## config.mk

```make
export PLATFORM = sky130hd
export DESIGN_NAME = fc_argmax_classifier
export DESIGN_NICKNAME = d
export VERILOG_FILES = /design/src/rtl/fc_argmax_classifier.sv
export SDC_FILE = /design/constraint.sdc
export NUM_CORES = 1
export LEC_CHECK = 0
export ABC_CLOCK_PERIOD_IN_PS = 7100
export CORE_UTILIZATION = 33
export CTS_CLUSTER_DIAMETER = 30
export DETAILED_ROUTE_END_ITERATION = 16
export DONT_BUFFER_PORTS = 1
export HOLD_SLACK_MARGIN = 0.02
export SYNTH_ARGS = -nofsm -noshare
export SYNTH_HDL_FRONTEND = slang
export SYNTH_SLANG_ARGS = --single-unit
```

## constraint.sdc

```tcl
create_clock -name clk -period 7.1 [get_ports clk]
set_input_delay 1.42 -clock clk [delete_from_list [all_inputs] [get_ports clk]]
set_output_delay 1.42 -clock clk [all_outputs]
set_load 0.005 [all_outputs]
```

## src/rtl/fc_argmax_classifier.sv

```systemverilog
// Final CNN classification stage: scans NUM_CLASS FC activations from memory and
// reports the top-1 class, its score, the runner-up index and the saturated top-1/top-2 margin.
module fc_argmax_classifier #(
  parameter int NUM_CLASS = 5,
  parameter int BASE_ADDR = 1,
  parameter int RD_LAT    = 1
) (
  input  logic               clk,
  input  logic               reset,
  input  logic               start,
  output logic               rd_en,
  output logic [15:0]        rd_addr,
  input  logic signed [15:0] rd_data,
  output logic               busy,
  output logic               valid,
  output logic [7:0]         class_idx,
  output logic signed [15:0] class_max,
  output logic [7:0]         second_idx,
  output logic signed [15:0] margin
);

  typedef enum logic [1:0] {IDLE, ISSUE, DRAIN, DONE} state_t;

  state_t             state_q, state_d;
  logic [7:0]         cnt_q, cnt_d;
  logic [1:0]         dcnt_q, dcnt_d;
  logic [15:0]        addr_q, addr_d;
  logic               pipe_vld_q [RD_LAT];
  logic [7:0]         pipe_idx_q [RD_LAT];
  logic signed [15:0] max_q, max_d, sec_q, sec_d;
  logic [7:0]         max_idx_q, max_idx_d, sec_idx_q, sec_idx_d;
  logic               have_max_q, have_max_d, have_sec_q, have_sec_d;
  logic [7:0]         class_idx_q, second_idx_q;
  logic signed [15:0] class_max_q, margin_q;
  logic               start_ok, issue_last, drain_last, publish;
  logic [16:0]        diff;
  logic [15:0]        margin_sat;

  assign start_ok   = (state_q == IDLE) && start;
  assign issue_last = (cnt_q == 8'(NUM_CLASS - 1));
  assign drain_last = (dcnt_q == 2'(RD_LAT - 1));
  assign publish    = (state_q == DRAIN) && drain_last;

  always_comb begin
    state_d = state_q;
    cnt_d   = cnt_q;
    dcnt_d  = 2'd0;
    addr_d  = addr_q;
    case (state_q)
      IDLE: begin
        if (start) begin
          state_d = ISSUE;
          cnt_d   = 8'd0;
          addr_d  = 16'(BASE_ADDR);
        end
      end
      ISSUE: begin
        if (issue_last) begin
          state_d = DRAIN;
        end else begin
          cnt_d  = cnt_q + 8'd1;
          addr_d = addr_q + 16'd1;
        end
      end
      DRAIN: begin
        if (drain_last) state_d = DONE;
        else            dcnt_d  = dcnt_q + 2'd1;
      end
      DONE:    state_d = IDLE;
      default: state_d = IDLE;
    endcase
  end

  always_ff @(posedge clk or posedge reset) begin
    if (reset) begin
      state_q <= IDLE;
      cnt_q   <= 8'd0;
      dcnt_q  <= 2'd0;
      addr_q  <= 16'd0;
    end else begin
      state_q <= state_d;
      cnt_q   <= cnt_d;
      dcnt_q  <= dcnt_d;
      addr_q  <= addr_d;
    end
  end

  // Each issued index rides alongside its read so returning data is only taken when matched.
  always_ff @(posedge clk or posedge reset) begin
    if (reset) begin
      for (int i = 0; i < RD_LAT; i++) begin
        pipe_vld_q[i] <= 1'b0;
        pipe_idx_q[i] <= 8'd0;
      end
    end else begin
      pipe_vld_q[0] <= rd_en;
      pipe_idx_q[0] <= cnt_q;
      for (int i = 1; i < RD_LAT; i++) begin
        pipe_vld_q[i] <= pipe_vld_q[i-1];
        pipe_idx_q[i] <= pipe_idx_q[i-1];
      end
    end
  end

  always_comb begin
    max_d      = max_q;
    max_idx_d  = max_idx_q;
    sec_d      = sec_q;
    sec_idx_d  = sec_idx_q;
    have_max_d = have_max_q;
    have_sec_d = have_sec_q;
    if (start_ok) begin
      max_d      = 16'sd0;
      max_idx_d  = 8'd0;
      sec_d      = 16'sd0;
      sec_idx_d  = 8'd0;
      have_max_d = 1'b0;
      have_sec_d = 1'b0;
    end else if (pipe_vld_q[RD_LAT-1]) begin
      // Strict comparisons keep the earlier (lower) index on ties.
      if (!have_max_q) begin
        max_d      = rd_data;
        max_idx_d  = pipe_idx_q[RD_LAT-1];
        have_max_d = 1'b1;
      end else if (rd_data > max_q) begin
        sec_d      = max_q;
        sec_idx_d  = max_idx_q;
        have_sec_d = 1'b1;
        max_d      = rd_data;
        max_idx_d  = pipe_idx_q[RD_LAT-1];
      end else if (!have_sec_q || rd_data > sec_q) begin
        sec_d      = rd_data;
        sec_idx_d  = pipe_idx_q[RD_LAT-1];
        have_sec_d = 1'b1;
      end
    end
  end

  assign diff       = {max_d[15], max_d} - {sec_d[15], sec_d};
  assign margin_sat = (diff[16] != diff[15]) ? (diff[16] ? 16'h8000 : 16'h7FFF) : diff[15:0];

  always_ff @(posedge clk or posedge reset) begin
    if (reset) begin
      max_q        <= 16'sd0;
      max_idx_q    <= 8'd0;
      sec_q        <= 16'sd0;
      sec_idx_q    <= 8'd0;
      have_max_q   <= 1'b0;
      have_sec_q   <= 1'b0;
      class_idx_q  <= 8'd0;
      class_max_q  <= 16'sd0;
      second_idx_q <= 8'd0;
      margin_q     <= 16'sd0;
    end else begin
      max_q      <= max_d;
      max_idx_q  <= max_idx_d;
      sec_q      <= sec_d;
      sec_idx_q  <= sec_idx_d;
      have_max_q <= have_max_d;
      have_sec_q <= have_sec_d;
      // Published on the edge entering DONE so the final sample is already folded in.
      if (publish) begin
        class_idx_q  <= max_idx_d;
        class_max_q  <= max_d;
        second_idx_q <= sec_idx_d;
        margin_q     <= margin_sat;
      end
    end
  end

  assign rd_en      = (state_q == ISSUE);
  assign rd_addr    = addr_q;
  assign busy       = (state_q != IDLE);
  assign valid      = (state_q == DONE);
  assign class_idx  = class_idx_q;
  assign class_max  = class_max_q;
  assign second_idx = second_idx_q;
  assign margin     = margin_q;

endmodule

```

==> results of run 1 <==
cell type report:
class / count / area [um2] / area share [%]
Clock buffer: 18 / 439.2 / 5.185
Clock inverter: 14 / 209.0 / 2.467
Multi-Input combinational cell: 551 / 3800 / 44.86
Tap cell: 280 / 350.3 / 4.136
Timing Repair Buffer: 14 / 105.1 / 1.241
Sequential cell: 135 / 3378 / 39.88
Inverter: 49 / 188.9 / 2.230
power groups by stage:
| stage | Sequential [mW] | Clock (mW) | Combinational (mW) |
|---|---|---|---|
| after floorplan | 1.16 | 0 | 1.97 |
| after global placement | 1.23 | 0 | 2.47 |
| after detailed placement | 1.23 | 0 | 2.49 |
| after CTS | 1.22 | 0.996 | 2.51 |
| after global routing | 1.26 | 1.03 | 2.81 |
| final | 1.22 | 0.978 | 2.52 |
final timing paths:
kind                       slack, ps         from       endpoint  cells past startpoint
max reg2reg                     1690    max_q[15]      margin[2]                     21
min reg2reg                      440     cnt_q[7]  pipe_idx_q[7]                      0
max in group asynchronous       4810        reset  class_max[13]                      2
min                              440     cnt_q[7]  pipe_idx_q[7]                      0
max                             1130  rd_data[15]      margin[2]                     20
min in group asynchronous        900        reset     state_q[1]                      1
cell usage after synthesis, drive strengths merged, types with 2 or more instances:
library cell | instances | area share [%]
o221a | 16 | 2.4
a211oi | 2 | 0.20
nand2 | 76 | 3.8
nor2b | 5 | 0.41
ha | 58 | 9.6
o21ai | 34 | 2.4
a21o | 3 | 0.30
clkbuf | 31 | 1.5
o211ai | 18 | 1.8
nand3 | 17 | 1.2
o31ai | 24 | 2.4
or3 | 7 | 0.65
inv | 49 | 2.4
or2 | 2 | 0.17
nor2 | 72 | 3.6
xor2 | 19 | 2.2
o221ai | 15 | 1.7
buf | 11 | 1.1
a2bb2oi | 15 | 1.7
a31oi | 10 | 0.91
dfrtp | 135 | 45
and3 | 14 | 1.2
a41oi | 2 | 0.23
mux2i | 26 | 3.4
xnor2 | 6 | 0.70
nand2b | 2 | 0.17
nor3 | 3 | 0.35
nor4 | 2 | 0.17
o21bai | 3 | 0.30
and2 | 7 | 0.58
nand4 | 17 | 1.4
nand3b | 3 | 0.30
a21oi | 57 | 3.9
flip-flops by register name, summed over array words and instances (netlist names), 16 cells and up:
name       count
sec_q         16
rd_addr       16
margin        16
max_q         16
class_max     16
cell families after synthesis:
family,after synthesis
AND/OR/NAND/NOR,231
AO/OA/AOI/OAI,210
flip-flops,135
buffers and inverters,91
adder cells (fa/ha/maj),59
multiplexers,26
XOR/XNOR,25
routing by layer:
| metal | wire [um] | share of wire [%] |
|---|---|---|
| met3 | 1369 | 7.1 |
| met2 | 8285 | 43 |
| met5 | 0 | 0 |
| met4 | 265 | 1.4 |
| met1 | 9263 | 48 |
==> impl_metrics.tcl, run 1 <==
set metrics [dict create \
    cts_made_buffers 17 \
    drc 0 \
    drv_slew 0 \
    finalCriticalPeriod_ps 5967 \
    seq_area_frac_synth_pct 44.72 \
    end_kind "flop" \
    clkSlewWorstSetupHoldPaths_ps 60 \
    ios 86 \
    first_pass_iters 5 \
    totalPowerFinal_mw 4.710 \
    final-hold-violation-count 0 \
    p_per_area_nw_per_um2 556.1 \
    critPathSlowestCell "a21oi_2" \
    n_fill_cell 2215 \
    fin_tns_setup_ps 0 \
    drive_above_1_share_pct 9.603 \
    synth_top_family_by_area "compound AO/OA/AOI/OAI gates" \
    hold_slack_ps 439.1 \
    setup_slack_ps 1133 \
    grt-ovfl-total 0 \
    yosys_warnings 0 \
    rows 54 \
    cp-start-kind "primary input" \
    p_sw_mw 2.098 \
    grt_antenna_before_repair 0 \
    crit_path_max_incr_delay_ps 540 \
    final_common_cell "dfrtp_1" \
    cp_cell_sequence "ha_1 > nand4_1 > a2111o_1 > a31oi_2 > nor3_4 > buf_4 > a21oi_2 > nor2_1 > buf_4 > o221ai_1 > ha_1 > a21oi_1 > o21ai_0 > a21oi_2 > o21ai_0 > o22ai_1 > nor3_1 > a311oi_2 > buf_4 > o21ai_0" \
    irDropWorstVdd_mv 0.1971 \
    postCtsSetupBuffers 0 \
    wl_mm 19.18 \
    ys.flop_type "dfrtp_1" \
    cp_max_fo 17 \
    dieWidth_um 153.3 \
    dpl.hpwl_mm 13.80 \
    initialDrtViolationCount 340 \
    hold_buffers 0 \
    wire_per_inst_um 18.08 \
    busiest_layer "met2" \
    post-route-period-util_pct 84.04 \
    cp_num_buf_inv 3 \
    yosysUniqueCellTypes 60 \
    grt_use_total_pct 16.80 \
    synth_compound_area_share_pct 19.60 \
    final_util_pct 38.22 \
    critical_path_class "in2reg" \
    met3_usage_pct 5.359 \
    rsz0062_at_grt "false" \
    postRouteAntennaNets 0 \
    synth_fp_nets 855 \
    syn_inst 777 \
    tightest_slew_ps 977.0 \
    h-tree-depth 4 \
    nets 846 \
    dp_slack_ps 765.2 \
    comb_power_share_pct 53.4 \
    synth_edf_count 0 \
    area_delta_synth_final_pct 12.14 \
    path_delay_family "compound AO/OA/AOI/OAI gates" \
    async_flop_share_pct 100.0 \
    first_global_vias 5511 \
    die_h_um 153.3 \
    synth_area_um2 7553 \
    relSlewSlack_pct 34.87 \
    postSynthAreaPerCell_um2 9.721 \
    final_area_um2 8471 \
    dp_cells 1029 \
    most-common-layout-cells "dfrtp_1, nand2_1, nor2_1, ha_1, a21oi_1" \
    crit_arrival_ps 6280 \
    synthSimpleGateAreaFrac_pct 14.41 \
    synthAdderAreaFrac_pct 9.872 \
    cts_tree "yes" \
    pwr-share-seq_pct 25.8 \
    drt-vias-per-instance 5.396 \
    min_path_type "reg2reg" \
    required_ps 7410 \
    initial_core_util_pct 34.08 \
    synth_xor_area_share_pct 2.899 \
    gr-usage-met1_pct 23.53 \
    fmax_ghz 0.1676 \
    layout.cells.non_filler 1061 \
    setup_viol 0 \
    synth.area.mux_share_pct 3.445 \
    core_area_um2 22160 \
    cts_sinks 135 \
    clockPowerShare_pct 20.8 \
    post_cts_resize_count 0 \
    insertion_delay_ps 430 \
    skew_ps 12.44 \
    clockRootBuffer "clkbuf_16" \
    clockBufferDepth 2 \
    die_area_um2 23500 \
    status "completed" \
    diodes 0 \
    power_leakage_nw 3.920 \
    internal_power_mw 2.613 \
    portBuffers 0 \
    ys_ff_latch 135 \
    switching_share_pct 44.53 \
    gp_congestion 0.8449 \
    place_area_um2 7823 \
    grt_util_met2_pct 24.29 \
    grt_max_degree 75 \
    vias 5725 \
    grt_pass1_wl_mm 30.79 \
    drv_cap 0 \
]
No activity file was read; power rests on OpenSTA's default activity.
==> run 2, diff against run 1 <==
ABC_AREA = 1   (was unset)
ABC_CLOCK_PERIOD_IN_PS = 4910   (was 7100)
clock period = 4.91 ns   (was 7.1 ns; I/O delays follow)
==> impl_metrics.tcl, run 2 <==
set metrics [dict create \
    dp_slack_ps 17.13 \
    hold_buffers 0 \
    dieWidth_um 161.6 \
    async_flop_share_pct 100.0 \
    crit_arrival_ps 4810 \
    status "completed" \
    setup_viol 0 \
    ys_ff_latch 135 \
    first_pass_iters 5 \
    area_delta_synth_final_pct 12.05 \
    irDropWorstVdd_mv 0.3605 \
    wl_mm 21.24 \
    grt_antenna_before_repair 0 \
    insertion_delay_ps 440 \
    die_area_um2 26100 \
    die_h_um 161.6 \
    rows 58 \
    portBuffers 0 \
    grt-ovfl-total 0 \
    drc 0 \
    fmax_ghz 0.2217 \
    grt_use_total_pct 17.16 \
    final_common_cell "nand2_1" \
    synth_compound_area_share_pct 12.97 \
    drt-vias-per-instance 4.883 \
    clockRootBuffer "clkbuf_16" \
    yosysUniqueCellTypes 45 \
    first_global_vias 6784 \
    drive_above_1_share_pct 12.08 \
    rsz0062_at_grt "false" \
    h-tree-depth 4 \
    cp_max_fo 15 \
    relSlewSlack_pct 43.06 \
    power_leakage_nw 4.753 \
    yosysTopAreaCell "dfrtp_1" \
    clkSlewWorstSetupHoldPaths_ps 70 \
    fin_tns_setup_ps 0 \
    yosysMostFrequentCell "nand2_1" \
    cp-start-kind "primary input" \
    required_ps 5200 \
    wire_per_inst_um 15.19 \
    synth_area_um2 8401 \
    min_path_type "reg2reg" \
    drv_slew 0 \
    end_kind "flop" \
    syn_inst 1052 \
    synth_top_family_by_area "simple AND/OR/NAND/NOR gates" \
    synth_fp_nets 1130 \
    synth_xor_area_share_pct 2.502 \
    grt_max_degree 74 \
    most-common-layout-cells "nand2_1, inv_1, dfrtp_1, nand3_1, ha_1" \
    synthAdderAreaFrac_pct 8.877 \
    setup_slack_ps 398.7 \
    cts_tree "yes" \
    postSynthAreaPerCell_um2 7.985 \
    gp_congestion 0.9086 \
    yosys-top-cells-area "dfrtp_1, nand2_1, ha_1" \
    drv_cap 0 \
    vias 6826 \
    synth_edf_count 0 \
    postRouteAntennaNets 0 \
    yosys_warnings 0 \
    initial_core_util_pct 33.46 \
    final-hold-violation-count 0 \
    post_cts_resize_count 0 \
    ys.flop_type "dfrtp_1" \
    yosysTopAreaCellShare_pct 40.21 \
    synthSimpleGateAreaFrac_pct 26.33 \
    clockBufferDepth 2 \
    core_area_um2 25110 \
    postCtsSetupBuffers 0 \
    cts_made_buffers 17 \
    p_per_area_nw_per_um2 845.0 \
    post-route-period-util_pct 91.88 \
    diodes 0 \
    seq_area_frac_synth_pct 40.21 \
    critical_path_class "in2reg" \
    tightest_slew_ps 852.1 \
    cts_sinks 135 \
    finalCriticalPeriod_ps 4511 \
    skew_ps 20.55 \
    ios 86 \
    synthTopCellsByCount "nand2_1, inv_1, dfrtp_1, nand3_1, ha_1" \
    initialDrtViolationCount 461 \
    nets 1133 \
    grt_pass1_wl_mm 35.35 \
    dpl.hpwl_mm 15.54 \
    synth.area.mux_share_pct 0 \
]
==> run 2: cell types whose count changed after synthesis, sizes merged, moves of 16 or more <==
cell / previous run / this run
nor3: 3 / 21
inv: 49 / 142
nor2: 72 / 42
nand3: 17 / 70
o221a: 16 / 0
nand3b: 3 / 23
nand2: 76 / 296
o21ai: 34 / 65
mux2i: 26 / 0
==> run 2: stage by stage <==
step | std cells | hold slack, ps | util (%) | cell area (um2) | power [mW]
2_1_floorplan | 1052 | 377.5 | - | 8401 | 5.607
3_3_place_gp | 1366 | 392.7 | 35.00 | 8788 | 6.605
3_5_place_dp | 1366 | 397.7 | 35.00 | 8788 | 6.644
4_1_cts | 1398 | 413.8 | 37.49 | 9413 | 8.013
5_1_grt | 1398 | 437.1 | 37.49 | 9413 | 8.736
6_report | 1398 | 408.8 | 37.49 | 9413 | 7.954
==> run 2: cells by family after synthesis <==
logic type	count (synthesis)
XOR/XNOR	24
buffers and inverters	183
AO/OA/AOI/OAI	170
adder cells (fa/ha/maj)	59
AND/OR/NAND/NOR	481
flip-flops	135
==> run 2: worst paths after layout <==
kind,depth (start not counted),end,slack [ps],startpoint
worst max-delay path,26,margin[0],400,rd_data[15]
worst min-delay path,0,pipe_idx_q[1],410,cnt_q[1]
worst max register to register,27,margin[0],530,sec_q[15]
worst min register to register,0,pipe_idx_q[1],410,cnt_q[1]
max in group asynchronous,2,max_q[14],3400,reset
min in group asynchronous,1,class_max[1],530,reset
==> run 2: cell type report <==
class | count | area (um2)
Multi-Input combinational cell | 734 | 4263
Clock inverter | 15 | 198.9
Fill cell | 2628 | 15700
Tap cell | 330 | 412.9
Inverter | 143 | 541.8
Clock buffer | 17 | 425.4
Sequential cell | 135 | 3378
Timing Repair Buffer | 24 | 192.7
==> run 2: critical path, cell delays in order <==
cell and delay (ps):
ha_1 380, nand2_2 120, nor3_2 280, nand2_1 120, nand2_1 70, nand2_1 60, nand2_2 80, nand2_4 90
nand2_4 140, nand2_2 60, nand3_2 60, nand3_2 80, a21oi_2 190, ha_1 160, inv_1 60, fa_1 400
nand3_1 90, nand2_1 100, a21oi_2 200, o21ai_2 100, nand2_1 80, nand4_1 90, xor2_1 220, nand2_1 130
nand2_2 330, a21oi_1 120
==> run 2: power by group <==
| group | internal [mW] | switching, mW | leakage, nW |
|---|---|---|---|
| Combinational | 1.68 | 3.15 | 2.71 |
| Sequential | 1.52 | 0.283 | 1.74 |
| Clock | 0.701 | 0.621 | 0.303 |
| Total | 3.90 | 4.05 | 4.75 |
==> run 2: metal layers <==
metal  wire length [um]  global-route usage [%]  vias up
met5                  0                       0        -
met4                363                   5.918        0
met3               1470                   5.213       20
met2               9587                   27.25      147
met1               9820                   22.08     3206
li1                   -                       -     3453
==> run 3, diff against run 2 <==
PLACE_DENSITY = 0.52   (was unset)
==> impl_metrics.tcl, run 3 (same netlist as run 2, synthesis figures left out) <==
set metrics [dict create \
    clockBufferDepth 2 \
    drv_cap 0 \
    wire_per_inst_um 15.96 \
    initial_core_util_pct 33.46 \
    crit_top_cell "nand2_1" \
    insertion_delay_ps 440 \
    dieWidth_um 161.6 \
    portBuffers 0 \
    hold_buffers 0 \
    die_area_um2 26100 \
    grt_max_degree 73 \
    tightest_slew_ps 899.8 \
    post-route-period-util_pct 91.98 \
    wl_mm 22.40 \
    ios 86 \
    grt_use_total_pct 18.16 \
    diodes 0 \
    relSlewSlack_pct 39.87 \
    die_h_um 161.6 \
    skew_ps 16.32 \
    status "completed" \
    cts_made_buffers 17 \
    critPathSlowestCell "fa_1" \
    gp_congestion 0.8586 \
    post_cts_resize_count 0 \
    crit_arrival_ps 4830 \
    fin_tns_setup_ps 0 \
    crit_path_max_incr_delay_ps 390 \
    first_global_vias 6787 \
    finalCriticalPeriod_ps 4516 \
    clockRootBuffer "clkbuf_16" \
    layout.cells.non_filler 1404 \
    critical_path_class "in2reg" \
    dp_slack_ps -47.97 \
    grt_antenna_before_repair 0 \
    setup_slack_ps 393.6 \
    dp_cells 1372 \
    grt_pass1_wl_mm 36.97 \
    drv_slew 0 \
    cp_max_fo 18 \
    setup_viol 0 \
    postCtsSetupBuffers 0 \
    grt-ovfl-total 0 \
    nets 1139 \
    cp-start-kind "primary input" \
    end_kind "flop" \
    core_area_um2 25110 \
    cts_sinks 135 \
    dpl.hpwl_mm 16.28 \
    drc 0 \
    area_delta_synth_final_pct 12.59 \
    rows 58 \
    initialDrtViolationCount 342 \
    path_delay_family "simple AND/OR/NAND/NOR gates" \
    clkSlewWorstSetupHoldPaths_ps 70 \
    vias 6861 \
    fmax_ghz 0.2214 \
    most-common-layout-cells "nand2_1, inv_1, dfrtp_1, nand3_1, ha_1" \
    cp_num_buf_inv 3 \
    required_ps 5230 \
    hold_slack_ps 416.1 \
    drive_above_1_share_pct 12.66 \
    final-hold-violation-count 0 \
    cts_tree "yes" \
    first_pass_iters 5 \
    drt-vias-per-instance 4.887 \
    postRouteAntennaNets 0 \
    h-tree-depth 4 \
    min_path_type "reg2reg" \
    rsz0062_at_grt "false" \
    final_common_cell "nand2_1" \
]
-- run 3: changes by cell type in the layout (fill, tap and decap cells not counted), sizes merged --
cell,previous run,this run
buf,24,30
bufinv,0,1
clkinv,8,5
inv,150,152
-- run 3: per-layer routing --
| metal | track usage (%) | part of all wire, % | vias up |
|---|---|---|---|
| li1 | - | - | 3463 |
| met1 | 24.60 | 48 | 3251 |
| met2 | 28.35 | 45 | 131 |
| met3 | 5.162 | 6.0 | 16 |
| met4 | 4.631 | 1.0 | 0 |
| met5 | 0 | 0 | - |
-- run 3: path summary, 6_finish.rpt --
path                       slack (ps)            end        start  cells past startpoint
min reg2reg                       420  pipe_idx_q[1]     cnt_q[1]                      0
max in group asynchronous        3390   max_idx_q[6]        reset                      2
max reg2reg                       500      margin[0]    sec_q[11]                     30
max                               390      margin[0]  rd_data[11]                     29
min                               420  pipe_idx_q[1]     cnt_q[1]                      0
min in group asynchronous         520   class_max[1]        reset                      1
-- run 3: per-stage QoR --
step	instance area, um2	util, %
floorplan	8401	-
global placement	8846	35.23
detailed placement	8846	35.23
CTS	9445	37.62
global route	9458	37.67
finish	9458	37.67
-- run 3: area by class of cell --
type	count	area (um2)
clock buffer	17	425.4
clock inverter	15	173.9
fill	2654	15650
inverter	143	541.8
multi-input combinational	734	4275
sequential	135	3378
tap	330	412.9
timing repair buffer	30	250.2
Power of run 3 is left out: the tool's default activity adds up to more than one toggle a clock period on the data nets, which glitch-free logic cannot reach.
